## config.mk

```make
export PLATFORM = sky130hd
export DESIGN_NAME = pointwise_conv_engine
export DESIGN_NICKNAME = d
export VERILOG_FILES = /design/src/rtl/pointwise_conv_engine.sv
export SDC_FILE = /design/constraint.sdc
export NUM_CORES = 2
export LEC_CHECK = 0
export CAP_MARGIN = 15
export CELL_PAD_IN_SITES_DETAIL_PLACEMENT = 2
export CELL_PAD_IN_SITES_GLOBAL_PLACEMENT = 2
export CORE_UTILIZATION = 35
export CTS_CLUSTER_SIZE = 40
export DETAILED_ROUTE_END_ITERATION = 16
export PLACE_DENSITY = 0.88
export SYNTH_ARGS = -nofsm -noshare
export SYNTH_HDL_FRONTEND = slang
export SYNTH_SLANG_ARGS = --single-unit
```

## constraint.sdc

```tcl
create_clock -name clk -period 9.7 [get_ports clk]
set_clock_uncertainty 0.2 [all_clocks]
set_input_delay 2.91 -clock clk [delete_from_list [all_inputs] [get_ports clk]]
set_output_delay 2.91 -clock clk [all_outputs]
set_load 0.05 [all_outputs]
```

## src/rtl/pointwise_conv_engine.sv

```systemverilog
// 1x1 convolution engine: OC_PAR output channels per pass over external 1-cycle BRAMs,
// with rounding right-shift requantisation, optional ReLU and signed saturation.
module pointwise_conv_engine #(
    parameter int IN_CHANNELS  = 64,
    parameter int OUT_CHANNELS = 128,
    parameter int HEIGHT       = 7,
    parameter int WIDTH        = 8,
    parameter int DATA_WIDTH   = 8,
    parameter int ACC_WIDTH    = 32,
    parameter int OC_PAR       = 4,
    localparam int HW     = HEIGHT * WIDTH,
    localparam int GROUPS = OUT_CHANNELS / OC_PAR,
    localparam int IA_W   = (IN_CHANNELS * HW > 1) ? $clog2(IN_CHANNELS * HW) : 1,
    localparam int WA_W   = (IN_CHANNELS * GROUPS > 1) ? $clog2(IN_CHANNELS * GROUPS) : 1,
    localparam int BA_W   = (GROUPS > 1) ? $clog2(GROUPS) : 1,
    localparam int OA_W   = (OUT_CHANNELS * HW > 1) ? $clog2(OUT_CHANNELS * HW) : 1
) (
    input  logic                         clk,
    input  logic                         rst,
    input  logic                         start,
    input  logic                         relu_en,
    input  logic [5:0]                   shift,
    output logic                         busy,
    output logic                         done,
    output logic                         rd_en,
    output logic [IA_W-1:0]              in_addr,
    input  logic [DATA_WIDTH-1:0]        in_data,
    output logic [WA_W-1:0]              w_addr,
    input  logic [OC_PAR*DATA_WIDTH-1:0] w_data,
    output logic [BA_W-1:0]              b_addr,
    input  logic [OC_PAR*DATA_WIDTH-1:0] b_data,
    output logic                         out_we,
    output logic [OA_W-1:0]              out_addr,
    output logic [DATA_WIDTH-1:0]        out_data
);

    localparam int IC_W = (IN_CHANNELS > 1) ? $clog2(IN_CHANNELS) : 1;
    localparam int PX_W = (HW > 1) ? $clog2(HW) : 1;
    localparam int LN_W = (OC_PAR > 1) ? $clog2(OC_PAR) : 1;
    localparam int PW   = 2 * DATA_WIDTH;

    localparam logic signed [ACC_WIDTH-1:0] SAT_MAX =
        {{(ACC_WIDTH-DATA_WIDTH+1){1'b0}}, {(DATA_WIDTH-1){1'b1}}};
    localparam logic signed [ACC_WIDTH-1:0] SAT_MIN =
        {{(ACC_WIDTH-DATA_WIDTH+1){1'b1}}, {(DATA_WIDTH-1){1'b0}}};

    if (OUT_CHANNELS % OC_PAR != 0) begin : g_oc_par_check
        $error("OUT_CHANNELS must be a multiple of OC_PAR");
    end

    typedef enum logic [2:0] {
        IDLE, BIAS, BIAS_WAIT, MAC, DRAIN, WRITE, NEXT
    } state_t;

    state_t                        state;
    logic [BA_W-1:0]               g;
    logic [PX_W-1:0]               pix;       // r*WIDTH + c, walks rows then cols
    logic [IC_W-1:0]               ic;
    logic [LN_W-1:0]               lane;
    logic [WA_W-1:0]               w_base;
    logic [OA_W-1:0]               o_base;
    logic [5:0]                    shift_q;
    logic                          relu_q;
    logic signed [ACC_WIDTH-1:0]   acc      [OC_PAR];
    logic signed [ACC_WIDTH-1:0]   acc_next [OC_PAR];
    logic signed [PW-1:0]          prod     [OC_PAR];
    logic signed [ACC_WIDTH-1:0]   next_val;

    function automatic logic [DATA_WIDTH-1:0] requant(
        input logic signed [ACC_WIDTH-1:0] a,
        input logic [5:0]                  sh,
        input logic                        relu
    );
        logic signed [ACC_WIDTH-1:0] t;
        logic signed [ACC_WIDTH-1:0] rnd;
        if (sh != 6'd0) begin
            rnd = {{(ACC_WIDTH-1){1'b0}}, 1'b1} << (sh - 6'd1);
            t   = (a + rnd) >>> sh;
        end else begin
            t = a;
        end
        if (relu && t[ACC_WIDTH-1]) t = '0;
        if (t > SAT_MAX)      return SAT_MAX[DATA_WIDTH-1:0];
        else if (t < SAT_MIN) return SAT_MIN[DATA_WIDTH-1:0];
        else                  return t[DATA_WIDTH-1:0];
    endfunction

    always_comb begin
        for (int unsigned k = 0; k < OC_PAR; k++) begin
            prod[k]     = $signed(in_data) * $signed(w_data[k*DATA_WIDTH +: DATA_WIDTH]);
            acc_next[k] = acc[k] + {{(ACC_WIDTH-PW){prod[k][PW-1]}}, prod[k]};
        end
    end

    // Lane to be presented on the following WRITE cycle.
    always_comb begin
        next_val = '0;
        for (int unsigned k = 0; k < OC_PAR; k++) begin
            if (k == 32'(lane) + 32'd1) next_val = acc[k];
        end
    end

    always_ff @(posedge clk or posedge rst) begin
        if (rst) begin
            state    <= IDLE;
            busy     <= 1'b0;
            done     <= 1'b0;
            rd_en    <= 1'b0;
            in_addr  <= '0;
            w_addr   <= '0;
            b_addr   <= '0;
            out_we   <= 1'b0;
            out_addr <= '0;
            out_data <= '0;
            g        <= '0;
            pix      <= '0;
            ic       <= '0;
            lane     <= '0;
            w_base   <= '0;
            o_base   <= '0;
            shift_q  <= '0;
            relu_q   <= 1'b0;
            for (int unsigned k = 0; k < OC_PAR; k++) acc[k] <= '0;
        end else begin
            done <= 1'b0;
            case (state)
                IDLE: begin
                    if (start) begin
                        state   <= BIAS;
                        busy    <= 1'b1;
                        rd_en   <= 1'b1;
                        b_addr  <= '0;
                        g       <= '0;
                        pix     <= '0;
                        w_base  <= '0;
                        o_base  <= '0;
                        shift_q <= shift;
                        relu_q  <= relu_en;
                    end
                end
                BIAS: begin
                    state <= BIAS_WAIT;
                    rd_en <= 1'b0;
                end
                BIAS_WAIT: begin
                    for (int unsigned k = 0; k < OC_PAR; k++) begin
                        acc[k] <= {{(ACC_WIDTH-DATA_WIDTH){b_data[k*DATA_WIDTH+DATA_WIDTH-1]}},
                                   b_data[k*DATA_WIDTH +: DATA_WIDTH]};
                    end
                    state   <= MAC;
                    rd_en   <= 1'b1;
                    ic      <= '0;
                    in_addr <= IA_W'(pix);
                    w_addr  <= w_base;
                end
                MAC: begin
                    // Read data trails the address by one cycle, so ic=0 only issues.
                    if (ic != '0) begin
                        for (int unsigned k = 0; k < OC_PAR; k++) acc[k] <= acc_next[k];
                    end
                    if (ic == IC_W'(IN_CHANNELS - 1)) begin
                        state <= DRAIN;
                        rd_en <= 1'b0;
                    end else begin
                        ic      <= ic + IC_W'(1);
                        in_addr <= in_addr + IA_W'(HW);
                        w_addr  <= w_addr + WA_W'(1);
                    end
                end
                DRAIN: begin
                    for (int unsigned k = 0; k < OC_PAR; k++) acc[k] <= acc_next[k];
                    state    <= WRITE;
                    out_we   <= 1'b1;
                    lane     <= '0;
                    out_addr <= o_base + OA_W'(pix);
                    out_data <= requant(acc_next[0], shift_q, relu_q);
                end
                WRITE: begin
                    if (lane == LN_W'(OC_PAR - 1)) begin
                        state  <= NEXT;
                        out_we <= 1'b0;
                    end else begin
                        lane     <= lane + LN_W'(1);
                        out_addr <= out_addr + OA_W'(HW);
                        out_data <= requant(next_val, shift_q, relu_q);
                    end
                end
                NEXT: begin
                    if (pix == PX_W'(HW - 1)) begin
                        pix <= '0;
                        if (g == BA_W'(GROUPS - 1)) begin
                            state <= IDLE;
                            busy  <= 1'b0;
                            done  <= 1'b1;
                        end else begin
                            g      <= g + BA_W'(1);
                            b_addr <= g + BA_W'(1);
                            w_base <= w_base + WA_W'(IN_CHANNELS);
                            o_base <= o_base + OA_W'(OC_PAR * HW);
                            state  <= BIAS;
                            rd_en  <= 1'b1;
                        end
                    end else begin
                        pix    <= pix + PX_W'(1);
                        b_addr <= g;
                        state  <= BIAS;
                        rd_en  <= 1'b1;
                    end
                end
                default: state <= IDLE;
            endcase
        end
    end

endmodule

```

==> results of run 1 <==
-- through the flow --
step | std cells | hold WS, ns | TNS, ns | instance area (um^2)
2_1_floorplan | 4722 | 0.267 | -19.24 | 36800
3_3_place_gp | 6881 | 0.262 | -63.77 | 45500
3_5_place_dp | 6881 | 0.301 | -152.25 | 45500
4_1_cts | 7032 | 0.325 | -32.05 | 50200
-- layer usage --
| layer | GRT overflow | global-route usage [%] |
|---|---|---|
| met1 | 4 | 71.7 |
| met2 | 144 | 89.0 |
| met3 | 4 | 58.8 |
| met4 | 93 | 72.1 |
| met5 | 0 | 36.8 |
-- synth_stat cells, types with 60 or more instances --
master and instances:
fa_1 226, a211oi_1 74, ha_1 318, nand2_1 473
a31oi_1 68, nor3_1 100, o21bai_1 60, nor2_1 486
and2_1 169, a21oi_1 461, inv_1 343, xor2_1 73
a21o_1 78, o21ai_0 254, nand3_1 98, clkbuf_1 184
dfrtp_1 223, xnor2_1 181
-- repair_timing --
action,CTS
resized for setup,698
pin swaps,232
setup endpoints to repair,78
cloned,4
setup buffers,100
-- cells by family after synthesis --
kind of cell,after synthesis,share of synthesized area (%)
buffers and inverters,587,6.59
multiplexers,72,2.47
XOR/XNOR,255,6.15
adder cells (fa/ha/maj),544,23.3
AND/OR/NAND/NOR,1610,20.8
AO/OA/AOI/OAI,1431,25.4
flip-flops,223,15.3
==> out/metrics.cfg, run 1 <==
[run_status]
status = stopped before the end
lastStage = global routing
error = [ERROR GRT-0116] Global routing finished with congestion. Check the congestion regions in the DRC Viewer.

[grt]
grt_max_degree = 115
grt_util_all_layers_pct = 72.9
grt_pass1_vias = 62600
grt_pass1_wl_um = 547000
overflow = 245

[die]
die_w_um = 325
initial_core_util_pct = 35.3
std_cell_rows = 118
die_h_um = 325
boundaryPins = 135

[placement]
port_buffers = 134
place_ws_ns = -4.98
hpwl_um = 197000
globalplace.congestion = 1.05

[clocking]
cts_buffers = 29
clk_path_buf_depth = 3
clock_sinks = 223
root_buffer = clkbuf_16
h-tree-depth = 1
ctsHoldBuffers = 0

[logic_synthesis]
syn_inst = 4722
synth-seq-area-share_pct = 15.3
synth_ff_type = dfrtp_1
synth_area_per_cell_um2 = 7.72
synth_warnings = 0
yosysTopAreaCellShare_pct = 15.3
ys_types = 130
synth_area_um2 = 36500
ys_seq_elements = 223
async_flop_share_pct = 100
netlist_top_cells_area = dfrtp_1 (15%), fa_1 (12%), ha_1 (11%), a21oi_1 (6.3%), nor2_1 (5.0%)
synth_edf_count = 0
synth_top_area_cell = dfrtp_1
synth_nets = 5348

==> run 2, diff against run 1 <==
CELL_PAD_IN_SITES_DETAIL_PLACEMENT = unset   (was 2)
CELL_PAD_IN_SITES_GLOBAL_PLACEMENT = unset   (was 2)
CORE_UTILIZATION = 20   (was 35)
CTS_CLUSTER_SIZE = unset   (was 40)
PLACE_DENSITY = unset   (was 0.88)
PLACE_DENSITY_LB_ADDON = 0.15   (was unset)
==> out/metrics.cfg, run 2 <==
[cells_and_area]
largest_registers = acc x128, out_addr x13, in_addr x12
final_common_cell = buf_4
finalCoreUtilization_pct = 28.3
area_growth_syn_to_layout_pct = 40.3
drive_above_1_share_pct = 27.2
final_cell_mix = buf_4 (1059), nor2_1 (472), nand2_1 (454)
fin_area_um2 = 51200
largest_register_ffs = 128
final_nets = 6374
top_register = acc

[grt]
overflow = 0
grt_pass1_wl_um = 258000
grt_max_degree = 137
top_usage_layer = met2
grtUsageMet2_pct = 30.6
use_met3_pct = 1.41
use_met1_pct = 25.4
grt_util_all_layers_pct = 18.3
antenna_found_initial = 4
grt_pass1_vias = 38800

[die]
std_cell_rows = 156  ; was 118
die_h_um = 429  ; was 325 um
boundaryPins = 135  ; unchanged
initial_core_util_pct = 20.2  ; was 35.3%
die_area_um2 = 184000
coreArea_um2 = 181000
die_w_um = 429  ; was 325 um

[logic_synthesis]
ys_types = 130  ; unchanged
yosysTopAreaCellShare_pct = 15.3  ; unchanged
ys_seq_elements = 223  ; unchanged
yosysMostFrequentCell = nor2_1  ; unchanged
yosys-top-cells-count = nor2_1 (486), nand2_1 (473), a21oi_1 (461)  ; unchanged
synth-seq-area-share_pct = 15.3  ; unchanged
synth_area_um2 = 36500  ; unchanged
syn_inst = 4722  ; unchanged
synth_edf_count = 0  ; unchanged
netlist_top_cells_area = dfrtp_1 (15%), fa_1 (12%), ha_1 (11%), a21oi_1 (6.3%), nor2_1 (5.0%)  ; unchanged
async_flop_share_pct = 100  ; unchanged
synth_ff_type = dfrtp_1  ; unchanged
synth_nets = 5348  ; unchanged
synth_area_per_cell_um2 = 7.72  ; unchanged
synth_top_area_cell = dfrtp_1  ; unchanged
synth_warnings = 0  ; unchanged

[worst_setup_path]
crit_slowest_cell = fa_1
path_buf_inv = 10
critPathKind = in -> reg
path_max_fanout = 5
critPathArrivalTime_ns = 12.64
critPathMaxStageDelay_ns = 0.53
worstSetupEndpointType = register
critical_path.top_delay_family = compound AO/OA/AOI/OAI gates
cp-startpoint = in_data[4]
crit_required_ns = 10.00
critPathLaunchType = input pin
regToRegStartpoint = lane[0]

[sta]
max_freq_mhz = 81.0
setup_viol_count_final = 8
finalCritPeriodShare_pct = 127
max_slew_margin_pct = 18.3
final.setup.tns_ns = -19.56
holdWs_ns = 0.277
hold_violations = 0
rsz0062_at_grt = yes
fin_crit_ns = 12.34
setup_slack_ns = -2.64
finalMaxSlewViolations = 0
tightest_slew_ns = 1.21

[drt]
dr.pass1.iters = 5
via_count = 38700
first_iter_violations = 2512
routed_via_density = 4.75
drc = 0
wl_per_cell_um = 21.4
wirelength_um = 175000
drtAntennaViolNets = 0

[clocking]
clock_sinks = 223  ; unchanged
cts_buffers = 30  ; was 29
cts_tree = done
ctsHoldBuffers = 0  ; unchanged
clk_pin_slew_ns = 0.06
root_buffer = clkbuf_16  ; unchanged
clk_path_buf_depth = 3  ; unchanged
clk_latency_ns = 0.59
h-tree-depth = 1  ; unchanged

[worst_hold_path]
hp-start = out_addr[1]
hold_class = reg -> reg

[run_status]
violations = negative setup slack
status = finished with violations  ; was stopped before the end

[placement]
dpl-instance-area_um2 = 47900  ; was 45500 um^2
port_buffers = 134  ; unchanged
hpwl_um = 143000  ; was 197000 um
globalplace.congestion = 0.925  ; was 1.05

[flow_run]
maxCapViolations = 0

[run 2: final cells by class]
cell class / instances / area, um^2
Inverter: 347 / 1310
Fill cell: 19600 / 130000
Tap cell: 2370 / 2970
Clock inverter: 9 / 101
Timing Repair Buffer: 1234 / 9820
Clock buffer: 47 / 926
Sequential cell: 223 / 5590
Multi-Input combinational cell: 3912 / 30500
Antenna cell: 2 / 5.00
[run 2: final timing paths]
path | end | slack (ns) | cells past startpoint
max | out_data[1] | -2.64 | 49
min | out_addr[1] | 0.28 | 2
max reg2reg | out_data[5] | 0.96 | 29
min reg2reg | out_addr[1] | 0.28 | 2
max in group asynchronous | acc[40] | 5.41 | 3
min in group asynchronous | in_addr[7] | 2.59 | 2
[run 2: metrics by stage]
stage / setup WS (ns) / instances
floorplan: -2.60 / 4722
global placement: -4.00 / 8011
detailed placement: -4.05 / 8011
CTS: -2.71 / 8114
global route: -3.01 / 8142
finish: -2.64 / 8144
[run 2: what timing repair did]
action | CTS | global route
endpoints found under the setup margin | 42 | 32
gates resized for setup | 213 | 262
endpoints found under the hold margin | 0 | 0
cloned | 0 | 1
setup buffers | 48 | 32
pin swaps | 98 | 183
[run 2: worst reg2reg max path, delay by kind of cell (launching register included)]
kind / cells / cell delay (ns)
DFF: 1 / 0.50
and+or+nand+nor: 7 / 1.56
buffers and inverters: 4 / 0.72
adders and majority gates: 3 / 1.20
AOI/OAI and AO/OA: 15 / 4.49
[run 2: cell families (layout without fill, tap and decap cells)]
kind of cell | count (synthesis) | count (layout) | share of synthesized area [%]
adders and majority gates | 544 | 544 | 23.3
buffers and inverters | 587 | 1637 | 6.59
muxes | 72 | 72 | 2.47
xor gates and xnor gates | 255 | 255 | 6.15
AOI/OAI and AO/OA | 1431 | 1431 | 25.4
other | 0 | 2 | 0
and+or+nand+nor | 1610 | 1610 | 20.8
DFF | 223 | 223 | 15.3
[run 2: routing by layer]
layer	part of all wire, %	vias to the layer above	wire length (um)
met4	2.7	4	4740
met5	0.012	-	21
met3	3.6	167	6270
li1	-	18700	-
met1	47	19000	81800
met2	47	811	81700
Power of run 2 is not shown: default switching activity piles up to over one toggle a cycle in this logic, so the estimate is an artifact.
